[src/rtl/mcpu_pkg.sv]
// Shared encodings for the MCPU multi-cycle control unit: states, opcode/funct
// values, ALU operation codes, datapath mux select codes and the control bundle.
package mcpu_pkg;

    typedef enum logic [3:0] {
        S_FETCH  = 4'd0,
        S_DECODE = 4'd1,
        S_MADDR  = 4'd2,
        S_MRD    = 4'd3,
        S_MWB    = 4'd4,
        S_MWR    = 4'd5,
        S_RX     = 4'd6,
        S_RWB    = 4'd7,
        S_IX     = 4'd8,
        S_IWB    = 4'd9,
        S_BR     = 4'd10,
        S_J      = 4'd11,
        S_JAL    = 4'd12,
        S_JR     = 4'd13,
        S_TRAP   = 4'd14
    } state_t;

    // Opcodes (IR[31:26])
    localparam logic [5:0] OP_RTYPE = 6'h00;
    localparam logic [5:0] OP_J     = 6'h02;
    localparam logic [5:0] OP_JAL   = 6'h03;
    localparam logic [5:0] OP_BEQ   = 6'h04;
    localparam logic [5:0] OP_BNE   = 6'h05;
    localparam logic [5:0] OP_ADDI  = 6'h08;
    localparam logic [5:0] OP_XORI  = 6'h0E;
    localparam logic [5:0] OP_LW    = 6'h23;
    localparam logic [5:0] OP_SW    = 6'h2B;

    // R-type funct codes (IR[5:0])
    localparam logic [5:0] FN_JR    = 6'h08;
    localparam logic [5:0] FN_ADD   = 6'h20;
    localparam logic [5:0] FN_SUB   = 6'h22;
    localparam logic [5:0] FN_SLT   = 6'h2A;

    // ALU operations
    localparam logic [2:0] ALU_ADD  = 3'd0;
    localparam logic [2:0] ALU_SUB  = 3'd1;
    localparam logic [2:0] ALU_XOR  = 3'd2;
    localparam logic [2:0] ALU_SLT  = 3'd3;

    // Datapath mux selects
    localparam logic       A_PC       = 1'b0;
    localparam logic       A_RS       = 1'b1;
    localparam logic [1:0] B_RT       = 2'b00;
    localparam logic [1:0] B_FOUR     = 2'b01;
    localparam logic [1:0] B_IMM      = 2'b10;
    localparam logic [1:0] B_IMM_SH2  = 2'b11;
    localparam logic [1:0] DST_RT     = 2'b00;
    localparam logic [1:0] DST_RD     = 2'b01;
    localparam logic [1:0] DST_RA     = 2'b10;
    localparam logic [1:0] M2R_ALU    = 2'b00;
    localparam logic [1:0] M2R_MDR    = 2'b01;
    localparam logic [1:0] M2R_PC     = 2'b10;
    localparam logic [1:0] PCS_ALU    = 2'b00;
    localparam logic [1:0] PCS_ALUOUT = 2'b01;
    localparam logic [1:0] PCS_JUMP   = 2'b10;
    localparam logic [1:0] PCS_RS     = 2'b11;

    // Everything the FSM drives into the datapath, in one bundle
    typedef struct packed {
        logic       pc_we;
        logic       ir_we;
        logic       mem_we;
        logic       reg_we;
        logic       iord;
        logic       alu_src_a;
        logic [1:0] alu_src_b;
        logic [2:0] alu_op;
        logic [1:0] reg_dst;
        logic [1:0] mem_to_reg;
        logic [1:0] pc_src;
        logic       instr_done;
        logic       trap;
    } ctrl_t;

    localparam ctrl_t CTRL_IDLE = '0;

endpackage

[src/rtl/mcpu_control_alu_dec.sv]
// ALU operation decode: R-type funct -> op (with illegal flag) and I-type
// opcode -> op. Purely combinational.
module mcpu_alu_dec
    import mcpu_pkg::*;
#(
    parameter int OPW = 6,
    parameter int FNW = 6
) (
    input  logic [OPW-1:0] opcode,
    input  logic [FNW-1:0] funct,
    output logic [2:0]     r_op,
    output logic           r_illegal,
    output logic [2:0]     i_op
);

    // funct/opcode to ALU operation lookup
    always_comb begin
        r_op      = ALU_ADD;
        r_illegal = 1'b0;
        case (funct)
            FN_ADD:  r_op = ALU_ADD;
            FN_SUB:  r_op = ALU_SUB;
            FN_SLT:  r_op = ALU_SLT;
            default: r_illegal = 1'b1;
        endcase
        i_op = (opcode == OP_XORI) ? ALU_XOR : ALU_ADD;
    end

endmodule

[src/rtl/mcpu_control.sv]
// Multi-cycle control FSM for the MCPU datapath. Outputs are decoded from the
// state register (the branch PC write additionally looks at the live zero flag)
// and are all forced idle while reset is asserted.
module mcpu_control
    import mcpu_pkg::*;
#(
    parameter int OPW    = 6,
    parameter int FNW    = 6,
    parameter int ALUOPW = 3
) (
    input  logic              clk,
    input  logic              reset,
    input  logic [OPW-1:0]    opcode,
    input  logic [FNW-1:0]    funct,
    input  logic              zero,
    output logic              pc_we,
    output logic              ir_we,
    output logic              mem_we,
    output logic              reg_we,
    output logic              iord,
    output logic              alu_src_a,
    output logic [1:0]        alu_src_b,
    output logic [ALUOPW-1:0] alu_op,
    output logic [1:0]        reg_dst,
    output logic [1:0]        mem_to_reg,
    output logic [1:0]        pc_src,
    output logic [3:0]        state,
    output logic              instr_done,
    output logic              trap
);

    state_t     state_q, state_d;
    ctrl_t      ctrl;
    logic [2:0] r_op, i_op;
    logic       r_illegal;

    mcpu_alu_dec #(.OPW(OPW), .FNW(FNW)) u_alu_dec (
        .opcode    (opcode),
        .funct     (funct),
        .r_op      (r_op),
        .r_illegal (r_illegal),
        .i_op      (i_op)
    );

    // State register; reset always lands on FETCH
    always_ff @(posedge clk) begin
        if (reset) state_q <= S_FETCH;
        else       state_q <= state_d;
    end

    // Next-state and control decode
    always_comb begin
        ctrl    = CTRL_IDLE;
        state_d = S_FETCH;
        case (state_q)
            S_FETCH: begin
                ctrl.ir_we     = 1'b1;
                ctrl.pc_we     = 1'b1;
                ctrl.alu_src_b = B_FOUR;
                state_d        = S_DECODE;
            end
            S_DECODE: begin
                // ALUOut <= PC+4 + (imm<<2): branch target ready for BR
                ctrl.alu_src_b = B_IMM_SH2;
                case (opcode)
                    OP_LW, OP_SW:     state_d = S_MADDR;
                    OP_RTYPE:         state_d = (funct == FN_JR) ? S_JR : S_RX;
                    OP_ADDI, OP_XORI: state_d = S_IX;
                    OP_BEQ, OP_BNE:   state_d = S_BR;
                    OP_J:             state_d = S_J;
                    OP_JAL:           state_d = S_JAL;
                    default:          state_d = S_TRAP;
                endcase
            end
            S_MADDR: begin
                ctrl.alu_src_a = A_RS;
                ctrl.alu_src_b = B_IMM;
                state_d        = (opcode == OP_LW) ? S_MRD : S_MWR;
            end
            S_MRD: begin
                ctrl.iord = 1'b1;
                state_d   = S_MWB;
            end
            S_MWB: begin
                ctrl.reg_we     = 1'b1;
                ctrl.reg_dst    = DST_RT;
                ctrl.mem_to_reg = M2R_MDR;
                ctrl.instr_done = 1'b1;
            end
            S_MWR: begin
                ctrl.iord       = 1'b1;
                ctrl.mem_we     = 1'b1;
                ctrl.instr_done = 1'b1;
            end
            S_RX: begin
                ctrl.alu_src_a = A_RS;
                ctrl.alu_src_b = B_RT;
                ctrl.alu_op    = r_op;
                state_d        = r_illegal ? S_TRAP : S_RWB;
            end
            S_RWB: begin
                ctrl.reg_we     = 1'b1;
                ctrl.reg_dst    = DST_RD;
                ctrl.mem_to_reg = M2R_ALU;
                ctrl.instr_done = 1'b1;
            end
            S_IX: begin
                ctrl.alu_src_a = A_RS;
                ctrl.alu_src_b = B_IMM;
                ctrl.alu_op    = i_op;
                state_d        = S_IWB;
            end
            S_IWB: begin
                ctrl.reg_we     = 1'b1;
                ctrl.reg_dst    = DST_RT;
                ctrl.mem_to_reg = M2R_ALU;
                ctrl.instr_done = 1'b1;
            end
            S_BR: begin
                // rs - rt compared here; take the precomputed target on match
                ctrl.alu_src_a  = A_RS;
                ctrl.alu_src_b  = B_RT;
                ctrl.alu_op     = ALU_SUB;
                ctrl.pc_src     = PCS_ALUOUT;
                ctrl.pc_we      = (opcode == OP_BNE) ? ~zero : zero;
                ctrl.instr_done = 1'b1;
            end
            S_J: begin
                ctrl.pc_we      = 1'b1;
                ctrl.pc_src     = PCS_JUMP;
                ctrl.instr_done = 1'b1;
            end
            S_JAL: begin
                // PC already holds the return address (PC+4 from FETCH)
                ctrl.pc_we      = 1'b1;
                ctrl.pc_src     = PCS_JUMP;
                ctrl.reg_we     = 1'b1;
                ctrl.reg_dst    = DST_RA;
                ctrl.mem_to_reg = M2R_PC;
                ctrl.instr_done = 1'b1;
            end
            S_JR: begin
                ctrl.pc_we      = 1'b1;
                ctrl.pc_src     = PCS_RS;
                ctrl.instr_done = 1'b1;
            end
            S_TRAP: begin
                ctrl.trap = 1'b1;
                state_d   = S_TRAP;
            end
            default: begin
                // unused encoding: idle outputs, recover via FETCH
                state_d = S_FETCH;
            end
        endcase
        if (reset) ctrl = CTRL_IDLE;
    end

    assign pc_we      = ctrl.pc_we;
    assign ir_we      = ctrl.ir_we;
    assign mem_we     = ctrl.mem_we;
    assign reg_we     = ctrl.reg_we;
    assign iord       = ctrl.iord;
    assign alu_src_a  = ctrl.alu_src_a;
    assign alu_src_b  = ctrl.alu_src_b;
    assign alu_op     = ctrl.alu_op;
    assign reg_dst    = ctrl.reg_dst;
    assign mem_to_reg = ctrl.mem_to_reg;
    assign pc_src     = ctrl.pc_src;
    assign instr_done = ctrl.instr_done;
    assign trap       = ctrl.trap;
    assign state      = state_q;

endmodule

[config.mk]
export PLATFORM = sky130hd
export DESIGN_NAME = mcpu_control
export DESIGN_NICKNAME = d
export VERILOG_FILES = /design/src/rtl/mcpu_pkg.sv /design/src/rtl/mcpu_control_alu_dec.sv /design/src/rtl/mcpu_control.sv
export SDC_FILE = /design/constraint.sdc
export NUM_CORES = 1
export LEC_CHECK = 0
export CELL_PAD_IN_SITES_DETAIL_PLACEMENT = 2
export CELL_PAD_IN_SITES_GLOBAL_PLACEMENT = 2
export CORE_MARGIN = 4
export CORE_UTILIZATION = 20
export CTS_BUF_LIST = sky130_fd_sc_hd__clkbuf_16
export CTS_CLUSTER_SIZE = 28
export DETAILED_ROUTE_END_ITERATION = 16
export PLACE_DENSITY_LB_ADDON = 0.1
export SETUP_SLACK_MARGIN = 0.05
export SLEW_MARGIN = 10
export SYNTH_ARGS = -nofsm -noshare
export SYNTH_HDL_FRONTEND = slang
export SYNTH_SLANG_ARGS = --single-unit
[constraint.sdc]
create_clock -name clk -period 1.9 [get_ports clk]
set_clock_uncertainty 0.15 [all_clocks]
set_input_delay 0.285 -clock clk [delete_from_list [all_inputs] [get_ports clk]]
set_output_delay 0.285 -clock clk [all_outputs]
set_load 0.02 [all_outputs]
# --- After elaboration in Yosys (flattened, before gate mapping) ---
# Index checks and enable logic that the tools add are counted.
# W data, S select, Z words.
totals:
  elab_cells: 62
  output_inout_bits: 23
  register_bits: 4
classes:
  muxes: 21
  n_reduce_logical: 13
  eq_ne: 26
  n_bitwise: 1
op_table:
  columns: ["operator", "n"]
  rows:
  - ["$eq A6 B6 Y1 const B", 5]
  - ["$eq A4 B4 Y1 const B", 7]
  - ["$pmux W4 S7", 1]
  - ["$pmux W4 S6", 1]
  - ["$mux W19", 1]
  - ["$eq A6 B4 Y1 const B", 3]
  - ["$eq A4 B3 Y1 const B", 4]
  - ["$eq A6 B2 Y1 const B", 2]
  - ["$eq A6 B3 Y1 const B", 2]
  - ["$pmux W2 S3", 2]
  - ["$pmux W4 S3", 1]
  - ["$reduce_or A2 Y1", 6]
  - ["$reduce_or A4 Y1", 3]
  - ["$pmux W3 S3", 1]
  - ["$eq A4 B2 Y1 const B", 2]
  - ["$mux W1", 8]
  - ["$mux W4", 2]
  - ["$reduce_or A8 Y1", 1]
  - ["$logic_not A6 Y1", 1]
  - ["$eq A4 B1 Y1 const B", 1]
  - ["$logic_not A4 Y1", 1]
  - ["$pmux W2 S2", 1]
  - ["$mux W3", 1]
  - ["$reduce_or A3 Y1", 1]
  - ["3 further kinds", 3]

# --- Logic depth before layout (Yosys ltp) ---
logic_depth:
  word_depth: 4
  mapped_depth: 6

# --- Modules after synthesis ---
# A second synthesis with hierarchy kept.
unflattened:
  hier_cells: 124
  hier_area_um2: 820.8
modules_own_cells:
  columns: ["module", "seq_area_each_um2", "instances", "cells_per_inst", "area_each_um2"]
  rows:
  - ["mcpu_control", 80.1, 1, 113, 734.5]
  - ["mcpu_alu_dec", 0.0, 1, 11, 86.3]

# --- Worst setup path before layout ---
# OpenSTA, ideal clock, no wires.
synth_timing:
  kind: "register -> output"
  startpoint: "reg state_q[0], in the netlist state[0]"
  endpoint: "out alu_src_b[1]"
  slack_ns: -0.529
  stages_incl_launch_ff: 4
  arrival_time_ns: 1.994
  n_path_buf: 1
  path_cell_list: "dfxtp_1 -> buf_2 -> or2_2 -> a2111oi_0"
synth_via:
  elab_chain_len: 4
  elab_cells_between_ends: 7
  classes_between: "eq/ne (3); mux (2); reduce/logical (2)"
synth_lines:
  columns: ["item", "line", "rtl"]
  rows:
  - ["from (decl)", "mcpu_control.sv:32", "state_t state_q, state_d;"]
  - ["from (signal assigned)", "mcpu_control.sv:48", "else state_q <= state_d;"]
  - ["$eq A4 B4 Y1 or $eq A4 B2 Y1 (tied branches)", "mcpu_control.sv:55", "case (state_q)"]
  - ["$reduce_or A2 Y1 (no source line)", null, null]
  - ["$pmux W2 S3 *", "mcpu_control.sv:55", null]
  - ["$mux W19 *", "mcpu_control.sv:156", "if (reset) ctrl = CTRL_IDLE;"]
  - ["to (decl)", "mcpu_control.sv:22", "output logic [1:0] alu_src_b,"]
# Every way passes the cells marked *; elsewhere a longest branch is shown, timed or not.

# --- Worst setup path after layout ---
layout_timing:
  startpoint: "reg state_q[1], in the netlist state[1]"
  endpoint: "out alu_op[1]"
layout_via:
  elab_chain_len: 3
  elab_cells_between_ends: 5
  classes_between: "eq/ne (3); mux (2)"
layout_lines:
  columns: ["item", "line", "rtl"]
  rows:
  - ["$eq A4 B4 Y1 or $eq A4 B3 Y1 (tied branches)", "mcpu_control.sv:55", null]
  - ["$pmux W3 S3 *", "mcpu_control.sv:55", null]
  - ["$mux W19 *", "mcpu_control.sv:156", null]
  - ["to (decl)", "mcpu_control.sv:23", "output logic [ALUOPW-1:0] alu_op,"]
# Marked as above.

==> run_summary.xml <==
<?xml version="1.0" encoding="UTF-8"?>
<metrics>
  <group name="die">
    <metric name="die_area" unit="µm²">4883</metric>
    <metric name="fp-row-count" unit="">22</metric>
    <metric name="start_util" unit="%">20.76</metric>
    <metric name="floorplan.core_area" unit="µm²">3689</metric>
    <metric name="die_w" unit="µm">69.88</metric>
    <metric name="die_h" unit="µm">69.88</metric>
    <metric name="io_pins" unit="">38</metric>
  </group>
  <group name="final_layout">
    <metric name="flip_flop_count_of_the_largest_register_after_layout" unit="">4</metric>
    <metric name="mostFrequentLayoutCells" unit="">48 x sky130_fd_sc_hd__buf_4, 11 x sky130_fd_sc_hd__nor2_1, 9 x sky130_fd_sc_hd__buf_2, 8 x sky130_fd_sc_hd__nand2_1, 7 x sky130_fd_sc_hd__buf_6</metric>
    <metric name="area_delta_synth_final" unit="%">115.7</metric>
    <metric name="n_antenna_cell" unit="">0</metric>
    <metric name="utilization_after_layout" unit="%">44.78</metric>
    <metric name="num-fill-cells" unit="">421</metric>
    <metric name="layout.nets" unit="">203</metric>
    <metric name="share_of_post_route_cells_with_drive_strength_above_1" unit="%">59.14</metric>
    <metric name="final_common_cell" unit="">sky130_fd_sc_hd__buf_4</metric>
  </group>
  <group name="grt">
    <metric name="grtUsageTotal" unit="%">17.81</metric>
    <metric name="antenna_found_initial" unit="">0</metric>
    <metric name="grt_pass1_vias" unit="">1300</metric>
    <metric name="grt.overflow.total" unit="">0</metric>
    <metric name="grt_max_degree" unit="">13</metric>
    <metric name="first_pass_grt_wire_length" unit="µm">7024</metric>
  </group>
  <group name="critical_path">
    <metric name="critical-path-slowest-cell" unit="">sky130_fd_sc_hd__dfxtp_2</metric>
    <metric name="critical_path_class" unit="">reg2out</metric>
    <metric name="crit_start" unit="">state[1]$_SDFF_PP0_</metric>
    <metric name="timing.rr.start" unit="">state[3]$_SDFF_PP0_</metric>
    <metric name="cp-endpoint" unit="">alu_op[1]</metric>
    <metric name="worst-path-stages" unit="">5</metric>
    <metric name="reg2reg_setup_slack" unit="ps">130</metric>
    <metric name="r2r_end" unit="">state[3]$_SDFF_PP0_</metric>
    <metric name="cp-start-kind" unit="">flip-flop</metric>
    <metric name="worst-endpoint-required" unit="ps">1460</metric>
    <metric name="critical_path_peak_fanout" unit="">3</metric>
    <metric name="path_delay_family" unit="">simple AND/OR/NAND/NOR gates</metric>
    <metric name="worst-r2r-cell-count" unit="">5</metric>
    <metric name="max_stage_delay" unit="ps">310</metric>
    <metric name="crit_path_cell_trace" unit="">or2_4, nor4_4, a31oi_2, a2111oi_4, buf_4</metric>
    <metric name="cp_num_buf_inv" unit="">1</metric>
    <metric name="worstSetupEndpointType" unit="">primary output</metric>
    <metric name="worst_ep_arrival" unit="ps">1550</metric>
  </group>
  <group name="logic_synthesis">
    <metric name="synth.top_cells.by_area" unit="">sky130_fd_sc_hd__dfxtp_1 10%, sky130_fd_sc_hd__buf_4 6.9%, sky130_fd_sc_hd__nor2_1 6.4%</metric>
    <metric name="postSynth.asyncResetShare" unit="%">0</metric>
    <metric name="synth_flop_cell" unit="">sky130_fd_sc_hd__dfxtp_1</metric>
    <metric name="synth-compound-area-share" unit="%">29.08</metric>
    <metric name="netlist-cell-type-count" unit="">43</metric>
    <metric name="post_synth.cell_area_avg" unit="µm²">6.659</metric>
    <metric name="synth_top_family_by_area" unit="">simple AND/OR/NAND/NOR gates</metric>
    <metric name="mappedNetlistArea" unit="µm²">765.7</metric>
    <metric name="synth_area_in_adders" unit="%">0</metric>
    <metric name="top_cell_type_s_share_of_synthesized_area" unit="%">10.46</metric>
    <metric name="number_of_synthesis_warnings" unit="">0</metric>
    <metric name="seq_area_frac_synth" unit="%">10.46</metric>
    <metric name="synth-seq-cells" unit="">4</metric>
    <metric name="post_synth_and_or_nand_nor_area_fraction" unit="%">45.42</metric>
    <metric name="syn-num-nets" unit="">130</metric>
    <metric name="post_synth_inst_count" unit="">115</metric>
    <metric name="synth_largest_area_cell" unit="">sky130_fd_sc_hd__dfxtp_1</metric>
    <metric name="synthXorXnorAreaFrac" unit="%">1.144</metric>
    <metric name="synth_edf_count" unit="">0</metric>
    <metric name="synth_mux_area_share" unit="%">1.307</metric>
  </group>
  <group name="sta">
    <metric name="timing.final.hold_violations" unit="">0</metric>
    <metric name="rsz_0062_raised_after_global_routing" unit="">yes</metric>
    <metric name="peak_freq" unit="MHz">504.0</metric>
    <metric name="period_needed" unit="ps">1984</metric>
    <metric name="worst_setup_margin" unit="ps">-84.10</metric>
    <metric name="final-setup-viol-count" unit="">6</metric>
    <metric name="finalCritPeriodShare" unit="%">104.4</metric>
    <metric name="timing_max_transition_violations_final" unit="">0</metric>
  </group>
  <group name="worst_hold_path">
    <metric name="min-delay-path-class" unit="">in2reg</metric>
  </group>
  <group name="power">
    <metric name="p_leak" unit="nW">0.7095</metric>
    <metric name="pwr_density_cell" unit="nW/µm²">771.9</metric>
    <metric name="vdd_drop_max" unit="mV">0.5437</metric>
  </group>
  <group name="place">
    <metric name="gp_congestion" unit="">0.7774</metric>
    <metric name="dp_hpwl" unit="µm">3054</metric>
    <metric name="placement.setup.worst_slack" unit="ps">-901.4</metric>
    <metric name="port-buffer-count" unit="">36</metric>
  </group>
  <group name="cts">
    <metric name="ctsHoldBuffers" unit="">0</metric>
    <metric name="tritoncts.num_buffers" unit="">3</metric>
    <metric name="clock_tree.htree_level_count" unit="">1</metric>
    <metric name="clk_latency" unit="ps">230</metric>
    <metric name="cts_tree" unit="">built</metric>
    <metric name="path_clk_slew" unit="ps">30</metric>
    <metric name="root_buffer" unit="">sky130_fd_sc_hd__clkbuf_16</metric>
    <metric name="ctsLongestPathBuffers" unit="">2</metric>
    <metric name="numClockSinks" unit="">4</metric>
  </group>
  <group name="status">
    <metric name="run_status" unit="">finished, violations left</metric>
    <metric name="violations" unit="">setup timing</metric>
  </group>
  <group name="detailed_routing">
    <metric name="via_count" unit="">1203</metric>
    <metric name="drt-wirelength-per-cell" unit="µm">18.75</metric>
    <metric name="per_cell_via_count_in_the_routed_design" unit="">5.141</metric>
    <metric name="drtPass1Iterations" unit="">4</metric>
    <metric name="drt-initial-drc-count" unit="">41</metric>
    <metric name="total_wirelength_of_the_detailed_routed_design" unit="µm">4387</metric>
    <metric name="detail_route.drc_violations" unit="">0</metric>
    <metric name="antenna_violating_nets_post_route" unit="">0</metric>
  </group>
  <group name="flow_run">
    <metric name="max-cap-violations" unit="">0</metric>
  </group>
</metrics>
[worst min-delay path: cells and delay by family]
kind            cells  cell delay (ps)
simple gates        1              130
buf+inv             1               70
compound gates      2              230
[synthesized netlist by cell type, drive strengths merged, types with 2 or more instances]
library cell,instances
nor3,9
nand2,8
nand3b,3
dfxtp,4
a211oi,2
nor2b,5
nand3,2
nand2b,5
a2111oi,2
clkbuf,2
nor2,13
a21oi,8
o21ai,3
o22ai,2
a31oi,7
and2b,2
nor4,4
inv,3
or2,3
buf,10
[cell families after synthesis]
kind of cell / count (synthesis)
other: 1
XOR/XNOR: 1
AO/OA/AOI/OAI: 32
flip-flops: 4
AND/OR/NAND/NOR: 61
buffers and inverters: 15
multiplexers: 1
[metal layers]
metal / global-route usage [%] / wire (µm) / vias to the layer above / part of all wire, %
li1: - / - / 569 / -
met1: 22.90 / 1993 / 589 / 45
met2: 31.16 / 2147 / 36 / 49
met3: 2.158 / 162 / 9 / 3.7
met4: 4.681 / 84 / 0 / 1.9
met5: 0 / 0 / - / 0
[through the flow]
| step | TNS (ps) | power [mW] | area (µm²) | hold slack [ps] | std cells |
|---|---|---|---|---|---|
| 2_1_floorplan | -0.2816 | 0.4623 | 797.0 | 308.3 | 115 |
| 3_3_place_gp | -7660 | 0.7815 | 1408 | 595.0 | 224 |
| 3_5_place_dp | -8083 | 0.8036 | 1408 | 644.3 | 224 |
| 4_1_cts | -221.0 | 1.183 | 1533 | 411.8 | 232 |
| 5_1_grt | -596.5 | 1.351 | 1652 | 422.6 | 234 |
| 6_report | -195.7 | 1.275 | 1652 | 400.6 | 234 |
[power breakdown]
group | internal [mW] | switching, mW
Clock | 0.270 | 0.0665
Combinational | 0.382 | 0.434
Sequential | 0.105 | 0.0187
Total | 0.756 | 0.519
[repair_timing]
item                                   in CTS  in global routing
endpoints found under the hold margin       0                  0
gates resized for setup                   136                 40
setup endpoints to repair                  24                 19
cloned                                      1                  0
setup buffers                               4                  4
pin swaps                                  12                 15
[how the worst min path moves through the flow]
| stage | startpoint | endpoint | cells after the start |
|---|---|---|---|
| after floorplan | reset | state[2]$_SDFF_PP0_ | 2 |
| after global placement | state[1]$_SDFF_PP0_ | state[0]$_SDFF_PP0_ | 3 |
| after detailed placement | state[1]$_SDFF_PP0_ | state[0]$_SDFF_PP0_ | 3 |
| after CTS | opcode[4] | state[1]$_SDFF_PP0_ | 4 |
| after global routing | opcode[4] | state[1]$_SDFF_PP0_ | 4 |
| final | opcode[4] | state[1]$_SDFF_PP0_ | 4 |
[final cells by class]
| cell class | count | area (µm²) | share of cell area, % |
|---|---|---|---|
| clock buffers | 3 | 75.07 | 4.545 |
| inverters | 3 | 11.26 | 0.6818 |
| multi-input cells | 96 | 775.7 | 46.97 |
| flip-flops and latches | 4 | 87.58 | 5.303 |
| well taps | 48 | 60.06 | 3.636 |
| repair buffers | 80 | 641.9 | 38.86 |
Power figures use the tool's default switching activity.
